### src/rtl/fp_add_sub_pkg.sv
// Shared types and constants for the FP32 add/sub pre-adder alignment stage.
// Provides field widths, the FP32 layout, the stage-1 payload and the operand unpack helper.
// Build option: FP_ALIGN_SUBNORM_EN selects subnormal support (defined) or flush-to-zero (undefined).
package fp_add_sub_pkg;

   localparam int EXP_W  = 8;
   localparam int FRAC_W = 23;
   localparam int MANT_W = 27;            // hidden + fraction + guard/round/sticky
   localparam int SIG_W  = FRAC_W + 1;    // hidden + fraction, before GRS extension

   localparam logic [EXP_W-1:0] EXP_MAX = 8'hFF;

   typedef struct packed {
      logic              sign;
      logic [EXP_W-1:0]  exp;
      logic [FRAC_W-1:0] frac;
   } fp32_t;

   // Operand after subnormal / flush-to-zero treatment.
   typedef struct packed {
      logic [EXP_W-1:0] exp;
      logic [SIG_W-1:0] sig;
   } unp_t;

   // Payload carried from stage 1 (ordering) to stage 2 (alignment shift).
   typedef struct packed {
      logic [EXP_W-1:0] exp_l;
      logic [EXP_W-1:0] diff;
      logic [SIG_W-1:0] sig_l;
      logic [SIG_W-1:0] sig_s;
      logic             sign;
      logic             eff_sub;
      logic             is_nan;
      logic             is_inf;
   } align_s1_t;

   // exp==0 is either a true subnormal (hidden 0, exponent treated as 1)
   // or flushed to a signed zero; every other exponent gets the hidden 1.
   function automatic unp_t fp_unpack(fp32_t x);
      unp_t u;
      if (x.exp == '0) begin
`ifdef FP_ALIGN_SUBNORM_EN
         u.exp = 8'd1;
         u.sig = {1'b0, x.frac};
`else
         u.exp = '0;
         u.sig = '0;
`endif
      end else begin
         u.exp = x.exp;
         u.sig = {1'b1, x.frac};
      end
      return u;
   endfunction

endpackage

### src/rtl/fp_shift_right_sticky.sv
// Right shift of a mantissa by an 8-bit amount, OR-ing every shifted-out bit into bit 0.
// Ports: mant_i (W bits), shamt_i (8 bits) -> mant_o (W bits).
// Purely combinational; shifts of W or more leave only the sticky bit.
module fp_shift_right_sticky
   import fp_add_sub_pkg::*;
#(
   parameter int W = MANT_W
) (
   input  logic [W-1:0] mant_i,
   input  logic [7:0]   shamt_i,
   output logic [W-1:0] mant_o
);

   logic [W-1:0] shifted;
   logic [W-1:0] lost_mask;
   logic         sticky;

   // A shift amount >= W yields zero for the data and an all-ones mask,
   // so the large-shift case collapses to {0..0, |mant_i} without a branch.
   assign shifted   = mant_i >> shamt_i;
   assign lost_mask = ~({W{1'b1}} << shamt_i);
   assign sticky    = |(mant_i & lost_mask);
   assign mant_o    = {shifted[W-1:1], shifted[0] | sticky};

endmodule

### src/rtl/fp_add_sub_align.sv
// FP32 add/sub alignment: unpack, order by magnitude, align smaller mantissa with sticky, flag specials.
// Ports: i_valid/o_ready in, o_valid/i_ready out, operands i_op_a/i_op_b/i_sub -> o_exp, o_mant_l, o_mant_s, o_sign, o_eff_sub, o_is_nan, o_is_inf.
// Latency 2 cycles, 1/cycle throughput; outputs held while o_valid & !i_ready. FP_ALIGN_SUBNORM_EN enables subnormals.
module fp_add_sub_align
   import fp_add_sub_pkg::*;
(
   input  logic              i_clk,
   input  logic              i_rst_n,
   input  logic              i_valid,
   output logic              o_ready,
   input  logic [31:0]       i_op_a,
   input  logic [31:0]       i_op_b,
   input  logic              i_sub,
   output logic              o_valid,
   input  logic              i_ready,
   output logic [EXP_W-1:0]  o_exp,
   output logic [MANT_W-1:0] o_mant_l,
   output logic [MANT_W-1:0] o_mant_s,
   output logic              o_sign,
   output logic              o_eff_sub,
   output logic              o_is_nan,
   output logic              o_is_inf
);

   // ---------------- Stage 1: unpack and order ----------------
   fp32_t     op_a, op_b;
   unp_t      ua, ub;
   align_s1_t s1_d, s1_q;
   logic      v1_q, v2_q;
   logic      adv2;

   logic [EXP_W:0]   ediff;
   logic             borrow, exp_eq, mag_eq, swap;
   logic             sign_b_eff, eff_sub;
   logic             nan_a, nan_b, inf_a, inf_b;

   assign op_a = i_op_a;
   assign op_b = i_op_b;
   assign ua   = fp_unpack(op_a);
   assign ub   = fp_unpack(op_b);

   // 9-bit subtract: the top bit is the borrow, i.e. exp_b > exp_a.
   assign ediff  = {1'b0, ua.exp} - {1'b0, ub.exp};
   assign borrow = ediff[EXP_W];
   assign exp_eq = (ua.exp == ub.exp);
   assign mag_eq = exp_eq && (ua.sig == ub.sig);
   // Exact ties keep A as the larger operand.
   assign swap   = borrow || (exp_eq && (ua.sig < ub.sig));

   assign sign_b_eff = op_b.sign ^ i_sub;
   assign eff_sub    = op_a.sign ^ sign_b_eff;

   // Specials are decoded from the raw fields; unpacking never touches exp==FF.
   assign nan_a = (op_a.exp == EXP_MAX) && (op_a.frac != '0);
   assign nan_b = (op_b.exp == EXP_MAX) && (op_b.frac != '0);
   assign inf_a = (op_a.exp == EXP_MAX) && (op_a.frac == '0);
   assign inf_b = (op_b.exp == EXP_MAX) && (op_b.frac == '0);

   always_comb begin
      s1_d         = '0;
      s1_d.eff_sub = eff_sub;
      s1_d.diff    = borrow ? (ub.exp - ua.exp) : ediff[EXP_W-1:0];
      if (swap) begin
         s1_d.exp_l = ub.exp;
         s1_d.sig_l = ub.sig;
         s1_d.sig_s = ua.sig;
      end else begin
         s1_d.exp_l = ua.exp;
         s1_d.sig_l = ua.sig;
         s1_d.sig_s = ub.sig;
      end

      s1_d.is_nan = nan_a || nan_b || (inf_a && inf_b && eff_sub);
      s1_d.is_inf = !s1_d.is_nan && (inf_a || inf_b);

      if (s1_d.is_inf) begin
         s1_d.sign = inf_a ? op_a.sign : sign_b_eff;
      end else if (eff_sub && mag_eq) begin
         s1_d.sign = 1'b0;                  // x - x rounds to +0 under RNE
      end else begin
         s1_d.sign = swap ? sign_b_eff : op_a.sign;
      end
   end

   // ---------------- Handshake ----------------
   assign adv2    = !v2_q || i_ready;
   assign o_ready = !v1_q || adv2;
   assign o_valid = v2_q;

   always_ff @(posedge i_clk or negedge i_rst_n) begin
      if (!i_rst_n) begin
         v1_q <= 1'b0;
         s1_q <= '0;
      end else if (o_ready) begin
         v1_q <= i_valid;
         if (i_valid) begin
            s1_q <= s1_d;
         end
      end
   end

   // ---------------- Stage 2: align ----------------
   logic [MANT_W-1:0] mant_s_d;

   fp_shift_right_sticky #(.W(MANT_W)) u_shift (
      .mant_i  ({s1_q.sig_s, 3'b000}),
      .shamt_i (s1_q.diff),
      .mant_o  (mant_s_d)
   );

   logic [EXP_W-1:0]  exp_q;
   logic [MANT_W-1:0] mant_l_q, mant_s_q;
   logic              sign_q, eff_sub_q, is_nan_q, is_inf_q;

   always_ff @(posedge i_clk or negedge i_rst_n) begin
      if (!i_rst_n) begin
         v2_q      <= 1'b0;
         exp_q     <= '0;
         mant_l_q  <= '0;
         mant_s_q  <= '0;
         sign_q    <= 1'b0;
         eff_sub_q <= 1'b0;
         is_nan_q  <= 1'b0;
         is_inf_q  <= 1'b0;
      end else if (adv2) begin
         v2_q <= v1_q;
         if (v1_q) begin
            exp_q     <= s1_q.exp_l;
            mant_l_q  <= {s1_q.sig_l, 3'b000};
            mant_s_q  <= mant_s_d;
            sign_q    <= s1_q.sign;
            eff_sub_q <= s1_q.eff_sub;
            is_nan_q  <= s1_q.is_nan;
            is_inf_q  <= s1_q.is_inf;
         end
      end
   end

   assign o_exp     = exp_q;
   assign o_mant_l  = mant_l_q;
   assign o_mant_s  = mant_s_q;
   assign o_sign    = sign_q;
   assign o_eff_sub = eff_sub_q;
   assign o_is_nan  = is_nan_q;
   assign o_is_inf  = is_inf_q;

endmodule
### config.mk
export PLATFORM = sky130hd
export DESIGN_NAME = fp_add_sub_align
export DESIGN_NICKNAME = d
export VERILOG_FILES = /design/src/rtl/fp_add_sub_pkg.sv /design/src/rtl/fp_shift_right_sticky.sv /design/src/rtl/fp_add_sub_align.sv
export SDC_FILE = /design/constraint.sdc
export NUM_CORES = 1
export LEC_CHECK = 0
export BUFFER_PORTS_ARGS = -buffer_cell sky130_fd_sc_hd__buf_2
export CAP_MARGIN = 25
export CORE_MARGIN = 5
export CORE_UTILIZATION = 25
export CTS_CLUSTER_SIZE = 14
export DETAILED_ROUTE_END_ITERATION = 7
export PLACE_DENSITY = 0.48
export SLEW_MARGIN = 20
export SYNTH_ARGS = -nofsm -noshare
export SYNTH_HDL_FRONTEND = slang
export SYNTH_SLANG_ARGS = --single-unit
### constraint.sdc
create_clock -name i_clk -period 3.6 [get_ports i_clk]
set_clock_uncertainty 0.15 [all_clocks]
set_input_delay 0.36 -clock i_clk [delete_from_list [all_inputs] [get_ports i_clk]]
set_output_delay 0.36 -clock i_clk [all_outputs]
set_load 0.005 [all_outputs]
==> Yosys cells after proc, flatten, opt, wreduce, memory -nomap -nowiden <==
Cells that the tools add are included.
{ "word_totals": {"ramBits": 0, "elab_cells": 68, "in_bits": 69, "n_memories": 0, "ff_bits": 133, "out_inout_bits": 68, "mem_bits_ro": 0, "latchBits": 0} }
{ "classes": {"mux": 9, "n_addsub": 2, "div_mod_pow": 0, "n_reduce_logical": 28, "n_bitwise": 5, "order_cmp": 1, "n_eq_ne": 4, "shift": 2, "multipliers": 0} }
{ "ops": {"columns": ["operator", "count"], "rows": [
  ["32-bit 2-to-1 mux", 2],
  ["48-bit 2-to-1 mux", 1],
  ["23-bit zero test", 2],
  ["23-bit nonzero test", 2],
  ["27-bit bitwise AND", 1],
  ["27-bit inverter", 1],
  ["27-bit OR reduction", 1],
  ["27-bit by 8-bit left shift with 27-bit output (first input constant)", 1],
  ["27-bit by 8-bit >> shifter with 27-bit output", 1],
  ["24-bit == test", 1],
  ["24-bit < comparator", 1],
  ["8-bit == test (second input constant)", 2],
  ["8-bit zero test", 2],
  ["8-bit 2-to-1 mux", 2],
  ["1-bit logical AND", 10],
  ["8-bit by 8-bit subtractor with 9-bit output", 1],
  ["8-bit == test", 1],
  ["8-bit subtractor", 1],
  ["1-bit logical OR", 6],
  ["1-bit 2-to-1 mux", 4],
  ["2-bit AND reduction", 2],
  ["1-bit zero test", 3],
  ["1-bit XOR", 2],
  ["1-bit OR", 1]
]} }

==> Depth between registers and ports, before layout <==
Gate-level depths: netlist (run 1).
{ "depth": {"word_depth": 8, "ltp_mapped": 14, "mapped_depth_nobuf": 11} }

==> By module <==
A second synthesis (run 1) with hierarchy kept.
{ "unflattened": {"cells_unflattened": 936, "area_unflattened_um2": 9225.1} }
{ "by_module_without_submodules": {"columns": ["mod", "area_per_inst_um2", "cells_each", "n_inst", "seq_area_each_um2"], "rows": [
  ["fp_add_sub_align", 7071.8, 646, 1, 3328.2],
  ["fp_shift_right_sticky", 2153.3, 290, 1, 0.0]
]} }

==> Worst setup path before layout (run 1) <==
Ideal clock, no wire load.
{ "synth_timing": {"path_type": "input to register", "startpoint": "input port i_op_a[23]", "endpoint": "register s1_q[32] (netlist name)", "arrival_ns": 3.069, "path_slack_ns": 0.255, "stages": 14, "required_ns": 3.324, "setup_ns": 0.126, "path_buffers": 3, "cell_sequence": "nor4_1 -> nand2_1 -> clkbuf_1 -> and2_1 -> ha_1 -> nand4_1 -> nor4_1 -> and4_1 -> o31ai_1 -> a41o_2 -> and3_1 -> buf_2 -> buf_6 -> a221o_1"} }
{ "synth_between": {"elab_chain_len": 6, "word_cells_on_any_way": 8, "classes_between": "add/sub (1); order compare (1); eq/ne (1); mux (2); reduce/logical (3)"} }
{ "synth_lines": {"columns": ["element", "line", "source"], "rows": [
  ["from (decl)", "fp_add_sub_align.sv:11", "input logic [31:0] i_op_a,"],
  ["8-bit zero test", "fp_add_sub_pkg.sv:41", "if (x.exp == '0) begin"],
  ["32-bit 2-to-1 mux (*)", "fp_add_sub_pkg.sv:41", null],
  ["24-bit < comparator or 8-bit == test (tied branches)", "fp_add_sub_align.sv:48, fp_add_sub_align.sv:45", null],
  ["1-bit logical AND", "fp_add_sub_align.sv:48", "assign swap = borrow || (exp_eq && (ua.sig < ub.sig));"],
  ["1-bit logical OR", "fp_add_sub_align.sv:48", null],
  ["48-bit 2-to-1 mux (*)", "fp_add_sub_align.sv:63", "if (swap) begin"],
  ["to (signal assigned)", "fp_add_sub_align.sv:93", "s1_q <= '0;"],
  ["to (signal assigned)", "fp_add_sub_align.sv:97", "s1_q <= s1_d;"],
  ["to (decl)", "fp_add_sub_align.sv:28", "align_s1_t s1_d, s1_q;"]
]} }
Mark *: on every way between the ends. The rest lies on a longest branch, timed or not.
A chain may end at the register's enable or synchronous reset.

==> Final worst setup path (run 1) <==
{ "layout_timing": {"startpoint": "input port i_op_a[28]", "endpoint": "register s1_q[30] (netlist name)"} }
Same word-level chain as after synthesis.

==> impl_metrics.tcl, run 1 <==
set metrics [dict create \
    status "complete, no violations" \
    leakagePower_uw 0.00478 \
    cp_common_cell "buf_4" \
    placedCellCount 1465 \
    synth_cell_types 74 \
    critPathKind "in2reg" \
    pwr-share-comb 0.329 \
    fp-row-count 68 \
    fp.dieArea_mm2 0.0386 \
    drt-vias-per-instance 5.02 \
    diodes 0 \
    antenna_found_initial 1 \
    finalMaxSlewViolations 0 \
    layout.nets 1142 \
    p_sw_frac 0.352 \
    fin_total_pwr_uw 5820 \
    synth.avg_cell_area_um2 9.62 \
    synth_warnings 0 \
    fin_crit_ns 3.37 \
    clkTransAtPathRegs_ns 0.06 \
    slew_headroom 0.491 \
    p_switching_uw 2050 \
    grt_pass1_vias 7795 \
    final_cells 1499 \
    clockBufferDepth 2 \
    ir_worst_vdd_v 0.000333 \
    post_cts_buffers 0 \
    worstPathArrival_ns 3.52 \
    overflow 0 \
    grt_usage 0.150 \
    htreeDepth 4 \
    root_buffer "clkbuf_16" \
    synth_area_mm2 0.00870 \
    cts_buffers 17 \
    dp_hpwl_um 21800 \
    area_growth_pct 22.5 \
    cp_slowest_stage_delay_ns 0.31 \
    regToRegEndpoint "o_mant_s[0]$_DFFE_PN0P_" \
    yosysTopAreaCellShare 0.382 \
    powerDensity_mw_per_mm2 546 \
    critPathSlowestCell "a221o_1" \
    ant_nets 0 \
    cp_max_fo 24 \
    drt_iter0_markers 440 \
    reg2reg_depth 7 \
    core_mm2 0.0345 \
    wl_per_cell_um 19.1 \
    final.period_utilization 0.936 \
    pwr-share-clk 0.306 \
    rrSetupSlack_ns 0.76 \
    initial_core_util 0.253 \
    hold_end "s1_q[44]$_DFFE_PN0P_" \
    grt_first_pass_wirelength_um 46300 \
    hold_violations 0 \
    holdPathStages 2 \
    dieWidth_um 197 \
    crit_path_end_kind "flip-flop" \
    synthCells 905 \
    pwr-share-seq 0.364 \
    start_kind "primary input" \
    path_delay_family "simple AND/OR/NAND/NOR gates" \
    postRouteWirelength_um 28700 \
    cts_sinks 133 \
    io_pins 137 \
    drv_cap 0 \
    synth_flop_cell "dfrtp_1" \
    drive_above_1_share 0.275 \
    reg2reg_from "s1_q[53]$_DFFE_PN0P_" \
    synth_most_common_cell "dfrtp_1" \
    cts_tree "yes" \
    cts.repair.resized 0 \
    grt_max_degree 99 \
    drc_errors 0 \
    setup_viol 0 \
    p_int_uw 3770 \
    path_depth 16 \
    timing.fmax_mhz 297 \
    hp-start "i_op_b[16]" \
    ff_latch_area_mm2 0.00333 \
    crit_buf_inv 5 \
    tightest_slew_ns 0.763 \
    place.gp.congestion 0.875 \
    ys_seq_area_frac 0.382 \
    synth.area.top_cells "dfrtp_1 (38%), mux2_2 (5.7%), ha_1 (5.6%), a221o_1 (5.5%), and2_1 (5.2%)" \
    yosysTopAreaCell "dfrtp_1" \
    fillCellCount 3623 \
    ys_ff_latch 133 \
    critPathRequiredTime_ns 3.75 \
    dieHeight_um 197 \
    clk_latency_ns 0.43 \
    port_buffers 133 \
    first_pass_iters 6 \
    synth_edf_count 0 \
    synthArstFlopShare 1.00 \
    rsz0062_at_grt "false" \
    synthTopCellsByCount "dfrtp_1 (133), nand2_1 (91), and2_1 (72), clkbuf_1 (54)" \
    multi_input_area_mm2 0.00493 \
    crit_chain "buf_2 > nor4_1 > buf_4 > nand2_1 > buf_4 > and2_1 > ha_1 > nand4_1 > nor4_1 > buf_4 > and4_1 > o31ai_1 > a41o_2 > and3_1 > buf_12 > a221o_1" \
    hp-class "in2reg" \
    vias 7520 \
]
==> power groups by stage <==
stage	Sequential [uW]	Clock, uW	Combinational [uW]
floorplan	2030	0	1270
global placement	2140	0	1910
detailed placement	2150	0	1930
CTS	2120	1830	1940
global route	2170	1890	2140
finish	2120	1780	1920
==> worst max-delay path by stage <==
stage | startpoint | endpoint | slack, ns
floorplan | i_op_a[23] | s1_q[32]$_DFFE_PN0P_ | 0.25
global placement | i_op_a[28] | s1_q[42]$_DFFE_PN0P_ | -0.27
detailed placement | i_op_a[28] | s1_q[30]$_DFFE_PN0P_ | -0.22
CTS | i_op_a[28] | s1_q[30]$_DFFE_PN0P_ | 0.20
global route | i_op_a[28] | s1_q[45]$_DFFE_PN0P_ | 0.02
finish | i_op_a[28] | s1_q[30]$_DFFE_PN0P_ | 0.23
==> logic make-up (layout without fill, tap and decap cells) <==
family                     after synthesis  after routing  share of synthesized area
and+or+nand+nor                        311            311                      0.181
other                                    1              3                   0.000431
DFF                                    133            133                      0.382
buffers and inverters                  104            241                     0.0528
AOI/OAI and AO/OA                      217            217                      0.183
xor gates and xnor gates                 7              7                    0.00704
muxes                                   90             90                      0.131
adders and majority gates               42             42                     0.0618
==> flip-flops by register name (all words and copies together), names as in the netlist, 8 cells and up <==
signal    cells
o_mant_s     27
o_exp         8
s1_q         68
o_mant_l     24
==> worst reg2reg max path: cells and delay by family, from the launching register on <==
kind	cells	cell delay, ns
buffers and inverters	1	0.34
DFF	1	0.64
and+or+nand+nor	2	0.58
AOI/OAI and AO/OA	4	1.02
==> placed cells by master (no fill, tap or decap), types with 4 or more instances in the layout <==
cell / instances
inv_1: 24
nor2b_1: 7
and3_1: 4
o31ai_1: 6
nor4_1: 17
mux2_2: 44
a211oi_1: 6
clkinvlp_4: 4
a21oi_1: 47
and2_1: 72
nand2_1: 89
buf_12: 5
dfrtp_1: 133
mux4_2: 15
buf_2: 132
a22oi_1: 4
nand3_1: 20
nand4_1: 11
a31oi_1: 8
xor2_1: 5
a221o_1: 48
clkbuf_16: 17
o21ai_0: 41
a32o_1: 4
nor3_1: 17
nand2b_1: 6
a22o_1: 7
a211o_1: 5
mux2i_1: 31
buf_4: 44
o22ai_1: 5
nor2_1: 48
ha_1: 39
==> cell type report <==
class | instances | area share
clock buffer | 20 | 0.0438
sequential | 133 | 0.312
clock inverter | 11 | 0.0119
multi-input combinational | 670 | 0.462
timing repair buffer | 185 | 0.108
tap | 455 | 0.0534
inverter | 25 | 0.00880
==> through the flow <==
stage                     setup slack [ns]  hold slack (ns)   util  TNS, ns  area (um2)
after floorplan                      0.255          -0.0856      -        0        8710
after global placement              -0.268            0.315  0.291   -10.12       10000
after detailed placement            -0.223            0.318  0.291    -9.36       10000
after CTS                            0.200           0.0547  0.309        0       10600
after global routing                0.0232           0.0702  0.309        0       10700
final                                0.232           0.0780  0.309        0       10700
==> routing by layer <==
metal / vias up / share of wire / track usage / wire length [um]
met4: 2 / 0.023 / 0.0470 / 667
met2: 201 / 0.46 / 0.240 / 13300
met3: 46 / 0.037 / 0.0246 / 1060
met5: - / 0.00070 / 0 / 20
li1: 3597 / - / - / -
met1: 3674 / 0.47 / 0.209 / 13600
==> what timing repair did <==
action,in CTS,in global routing
setup endpoints to repair,0,0
hold endpoints to repair,98,0
hold buffers,2,0
Power figures use the tool's default switching activity.
==> run 2, diff against run 1 <==
PLACE_DENSITY = 0.47   (was 0.48)
SYNTH_HIERARCHICAL = 1   (was not set)
==> impl_metrics.tcl, run 2 <==
set metrics [dict create \
    status "complete, no violations" \
    core_mm2 0.0365 \
    synth_adder_area_share 0.0583 \
    fin_crit_ns 3.36 \
    synth_edf_count 0 \
    synth.avg_cell_area_um2 9.86 \
    start_kind "primary input" \
    antenna_found_initial 0 \
    ys_ff_latch 133 \
    place_ws_ns -0.405 \
    drv_cap 0 \
    final_cell_mix "buf_2 (132), dfrtp_1 (131), nand2_1 (80), mux2_2 (80), and2_1 (71)" \
    powerDensity_mw_per_mm2 550 \
    path_delay_family "simple AND/OR/NAND/NOR gates" \
    hold_violations 0 \
    hold-worst-slack_ns 0.0650 \
    synthCells 936 \
    dieWidth_um 202 \
    leakagePower_uw 0.00505 \
    synth.area.top_cells "dfrtp_1 (36%), mux2_2 (9.8%), ha_1 (5.3%), and2_1 (4.8%), mux4_2 (4.6%)" \
    cp_common_cell "buf_4" \
    synth_flop_cell "dfrtp_1" \
    synth-compound-area-share 0.159 \
    yosysTopAreaCell "dfrtp_1" \
    initial_core_util 0.253 \
    wl_per_cell_um 20.2 \
    ant_nets 0 \
    overflow 0 \
    fin_ws_ns 0.241 \
    slew_headroom 0.463 \
    layout.nets 1186 \
    critPathRequiredTime_ns 3.77 \
    synth_top_family_by_area "simple AND/OR/NAND/NOR gates" \
    clk_latency_ns 0.44 \
    cp_slowest_stage_delay_ns 0.34 \
    finalMaxSlewViolations 0 \
    io_pins 137 \
    synthXorXnorAreaFrac 0.00570 \
    final.period_utilization 0.933 \
    grt_pass1_vias 8308 \
    critPathSlowestCell "a31oi_2" \
    postRouteWirelength_um 31500 \
    fp-row-count 70 \
    drc_errors 0 \
    synth_area_mm2 0.00923 \
    drt-vias-per-instance 5.10 \
    cts_tree "yes" \
    synth_most_common_cell "dfrtp_1" \
    clockBufferDepth 2 \
    crit_buf_inv 4 \
    first_pass_iters 5 \
    htreeDepth 4 \
    diodes 0 \
    yosysTopAreaCellShare 0.361 \
    ys_seq_area_frac 0.361 \
    clkTransAtPathRegs_ns 0.06 \
    hp-class "in2reg" \
    dp_hpwl_um 23200 \
    synthSimpleGateAreaFrac 0.182 \
    timing.fmax_mhz 298 \
    fp.dieArea_mm2 0.0408 \
    cp_max_fo 25 \
    critPathKind "in2reg" \
    cts_sinks 133 \
    synthTopCellsByCount "dfrtp_1 (133), nand2_1 (82), mux2_2 (80), and2_1 (71), nor2_1 (50)" \
    synthArstFlopShare 1.00 \
    dieHeight_um 202 \
    ir_worst_vdd_v 0.000389 \
    largest_reg_flops 68 \
    vias 7948 \
    postPlaceCellArea_mm2 0.0106 \
    grt_max_degree 82 \
    cts_buffers 17 \
    top_register "s1_q" \
    layout_commonest_cell "buf_2" \
    worstPathArrival_ns 3.53 \
    tightest_slew_ns 0.805 \
    crit_path_end_kind "flip-flop" \
    finish.utilization 0.309 \
    drive_above_1_share 0.324 \
    grt_first_pass_wirelength_um 49900 \
    synth_warnings 6 \
    setup_viol 0 \
    synth_cell_types 76 \
    area_growth_pct 22.2 \
    drt_iter0_markers 593 \
    muxShareOfSynthArea 0.179 \
    place.gp.congestion 0.870 \
    grt_usage 0.155 \
    crit_chain "buf_2 > nor4_1 > buf_4 > nand2_1 > buf_4 > and2_1 > ha_1 > nand4_1 > nor4_2 > and4_1 > o31ai_1 > a31oi_2 > nor2_2 > buf_8 > a221o_2" \
    root_buffer "clkbuf_16" \
    final_area_mm2 0.0113 \
    port_buffers 133 \
]
==> run 2: cell count changes after synthesis, sizes merged, moves of 4 or more <==
| cell | delta |
|---|---|
| or4 | +5 |
| clkbuf | -8 |
| mux4 | +4 |
| o21ai | -9 |
| nor4 | +5 |
| o211ai | +4 |
| nand3 | -8 |
| a31oi | -5 |
| a22o | -6 |
| nand2 | -10 |
| a32o | -4 |
| buf | +11 |
| mux2 | +36 |
==> run 2: layout make-up <==
class                      count  area, um2
clock buffer                  19        453
clock inverter                13        170
fill                        3800      25200
inverter                      23       86.3
multi-input combinational    710       5450
sequential                   133       3330
tap                          468        586
timing repair buffer         191       1190
==> run 2: worst register-to-register path: cells and delay by family, from the launching register on <==
family | cells | cell delay, ns
multiplexers | 1 | 0.30
flip-flops | 1 | 0.62
AO/OA/AOI/OAI | 1 | 0.33
AND/OR/NAND/NOR | 4 | 1.40
==> run 2: worst paths after layout <==
path / start / to / cells after the start / slack (ns)
worst max-delay path: i_op_a[30] / s1_q[6]$_DFFE_PN0P_ / 15 / 0.24
worst min-delay path: i_ready / o_valid$_DFFE_PN0P_ / 3 / 0.07
worst max register to register: s1_q[57]$_DFFE_PN0P_ / o_mant_s[0]$_DFFE_PN0P_ / 6 / 0.69
worst min register to register: s1_q[1]$_DFFE_PN0P_ / s1_q[1]$_DFFE_PN0P_ / 2 / 0.34
max in group asynchronous: i_rst_n / s1_q[32]$_DFFE_PN0P_ / 3 / 2.07
min in group asynchronous: i_rst_n / s1_q[43]$_DFFE_PN0P_ / 2 / 0.37
==> run 2: stage by stage <==
stage          setup TNS [ns]  power [uW]  instances
5_1_grt              -0.00813        6590       1557
3_5_place_dp           -16.87        4350       1521
4_1_cts                     0        6270       1555
6_report                    0        6200       1557
2_1_floorplan               0        3520        948
3_3_place_gp           -15.60        4340       1521
==> run 2: where the power goes <==
group	total, uW	internal (uW)	switching (uW)
Combinational	2130	1030	1110
Sequential	2200	1820	388
Clock	1870	1130	733
Total	6200	3980	2230
==> run 2: timing repair <==
| action | 4_1_cts | 5_1_grt |
|---|---|---|
| hold endpoints to repair | 80 | 0 |
| hold buffers | 2 | 0 |
| endpoints found under the setup margin | 0 | 52 |
| buffers inserted | 0 | 1 |
| gates resized for setup | 0 | 2 |
==> run 2: cells by family after synthesis <==
group,count (synthesis)
other,1
multiplexers,131
buffers and inverters,105
XOR/XNOR,6
flip-flops,133
adder cells (fa/ha/maj),42
AND/OR/NAND/NOR,320
AO/OA/AOI/OAI,198
==> run 2: per-layer routing <==
layer  wire [um]  part of all wire  track usage
met5           0                 0            0
met4         848             0.027       0.0577
met1       14400              0.46        0.209
met3        1690             0.054       0.0342
met2       14500              0.46        0.244
==> run 3, diff against run 2 <==
ABC_AREA = 1   (was not set)
==> impl_metrics.tcl, run 3 <==
set metrics [dict create \
    timing.fmax_mhz 322 \
    yosysTopAreaCellShare 0.332 \
    pwr-share-comb 0.390 \
    root_buffer "clkbuf_16" \
    top_register "s1_q" \
    setup_viol 0 \
    ys_seq_area_frac 0.332 \
    diodes 0 \
    fillCellCount 4368 \
    yosysTopAreaCell "dfrtp_1" \
    final_area_mm2 0.0118 \
    htreeDepth 4 \
    synth_area_mm2 0.0100 \
    synthCells 1398 \
    ir_worst_vdd_v 0.000336 \
    drv_cap 0 \
    dp_hpwl_um 25300 \
    drive_above_1_share 0.236 \
    clkTransAtPathRegs_ns 0.06 \
    antenna_found_initial 1 \
    path_delay_family "buffers and inverters" \
    postPlaceCellArea_mm2 0.0111 \
    leakagePower_uw 0.00613 \
    synth_cell_types 45 \
    synthArstFlopShare 1.00 \
    worstPathArrival_ns 3.32 \
    hp-class "in2reg" \
    final_cell_mix "nand2_1 (513), dfrtp_1 (133), buf_2 (132)" \
    ctsHoldBuffers 1 \
    clk_latency_ns 0.43 \
    layout.nets 1607 \
    critPathKind "in2reg" \
    reg2reg_depth 11 \
    drt-vias-per-instance 4.52 \
    fin_crit_ns 3.11 \
    dieHeight_um 210 \
    cp_common_cell "nand2_1" \
    io_pins 137 \
    synth.area.top_cells "dfrtp_1 (33%), nand2_1 (19%), mux2_2 (6.7%), nand3_1 (5.1%), ha_1 (4.9%)" \
    critPathRequiredTime_ns 3.82 \
    slew_headroom 0.522 \
    pwr-share-clk 0.280 \
    path_depth 19 \
    fp-row-count 73 \
    cp_max_fo 48 \
    synth_warnings 6 \
    finalMaxSlewViolations 0 \
    p_sw_frac 0.393 \
    drc_errors 0 \
    ant_nets 0 \
    tightest_slew_ns 0.716 \
    layout_commonest_cell "nand2_1" \
    fp.dieArea_mm2 0.0443 \
    initial_core_util 0.253 \
    largest_reg_flops 68 \
    finish.utilization 0.296 \
    start_kind "primary input" \
    synth_flop_cell "dfrtp_1" \
    crit_buf_inv 5 \
    clockBufferDepth 2 \
    p_switching_uw 2580 \
    cts_sinks 133 \
    ys_ff_latch 133 \
    hold_violations 0 \
    grt_pass1_vias 9363 \
    drt_iter0_markers 465 \
    holdPathStages 4 \
    cp_slowest_stage_delay_ns 0.59 \
    wl_per_cell_um 15.8 \
    core_mm2 0.0397 \
    place.gp.congestion 0.897 \
    rsz0062_at_grt "false" \
    synth_most_common_cell "nand2_1" \
    grt_usage 0.146 \
    first_pass_iters 5 \
    dieWidth_um 210 \
    status "complete, no violations" \
    overflow 0 \
    placedCellCount 2002 \
    fin_total_pwr_uw 6580 \
    port_buffers 133 \
    grt_max_degree 65 \
    fin_tns_setup_ns 0 \
    critPathSlowestCell "buf_4" \
    p_int_uw 4000 \
    synth.avg_cell_area_um2 7.18 \
    vias 9201 \
    pwr-share-seq 0.331 \
    crit_chain "buf_2 > inv_1 > nand4_1 > nor2_1 > inv_2 > buf_12 > nand2_1 > ha_1 > a21oi_1 > o21a_1 > nand2_1 > nand2_1 > nand3_2 > nand2_4 > buf_4 > nand2_2 > o21ai_2 > nand2_1 > nand2_1" \
    cts_buffers 17 \
    cts_tree "yes" \
    cts.repair.resized 0 \
    final.period_utilization 0.863 \
    synth_edf_count 0 \
    grt_first_pass_wirelength_um 51700 \
    postRouteWirelength_um 32200 \
    final_cells 2035 \
    powerDensity_mw_per_mm2 560 \
    post_cts_buffers 0 \
    synthTopCellsByCount "nand2_1 (515), dfrtp_1 (133), nor2_1 (118), nand3_1 (103), inv_1 (93)" \
    crit_path_end_kind "flip-flop" \
    area_growth_pct 17.1 \
]
-- run 3: path summary, 6_finish.rpt --
kind                                 startpoint                       end  slack, ns
max                                  i_op_b[24]       s1_q[7]$_DFFE_PN0P_       0.49
max in group asynchronous               i_rst_n       s1_q[8]$_DFFE_PN0P_       2.22
min reg2reg                s1_q[51]$_DFFE_PN0P_      s1_q[51]$_DFFE_PN0P_       0.33
min in group asynchronous               i_rst_n  o_mant_l[18]$_DFFE_PN0P_       0.27
max reg2reg                s1_q[59]$_DFFE_PN0P_   o_mant_s[0]$_DFFE_PN0P_       0.87
min                                     i_ready       o_valid$_DFFE_PN0P_       0.08
-- run 3: per-stage QoR --
step | worst slack (ns) | hold WS [ns]
6_report | 0.494 | 0.0836
3_3_place_gp | 0.0565 | 0.187
3_5_place_dp | 0.0203 | 0.181
2_1_floorplan | 0.748 | -0.0856
5_1_grt | 0.155 | 0.0987
4_1_cts | 0.478 | 0.0545
-- run 3: logic make-up after synthesis --
family,Yosys count,synth area share
flops,133,0.332
mux,60,0.0673
simple gates,821,0.356
buf+inv,191,0.0942
xor+xnor,11,0.00960
fa+ha+maj,41,0.0526
other cells,1,0.000374
compound gates,140,0.0880
-- run 3: layout make-up --
class | count | area (um2) | share of cell area
clock inverter | 13 | 170 | 0.0145
timing repair buffer | 162 | 967 | 0.0823
inverter | 102 | 385 | 0.0328
tap | 525 | 657 | 0.0559
multi-input combinational | 1081 | 5800 | 0.494
clock buffer | 19 | 443 | 0.0377
sequential | 133 | 3330 | 0.283
-- run 3: tightest hold or removal path, stage by stage --
cell and delay (ns):
buf_2 0.07, inv_1 0.04, nand2_1 0.08, nand2_1 0.06
-- run 3: per-layer routing --
layer / track usage / routed length, um / vias to the layer above
met5: 0 / 11 / -
met2: 0.250 / 15900 / 184
met4: 0.0487 / 761 / 2
met3: 0.0249 / 1030 / 44
li1: - / - / 4661
met1: 0.187 / 14400 / 4310
-- run 3: power groups by stage --
stage | registers (uW) | clock network, uW | logic (uW)
floorplan | 2130 | 0 | 1780
global placement | 2200 | 0 | 2580
detailed placement | 2210 | 0 | 2570
CTS | 2190 | 1900 | 2590
global route | 2230 | 1960 | 2880
finish | 2170 | 1840 | 2560
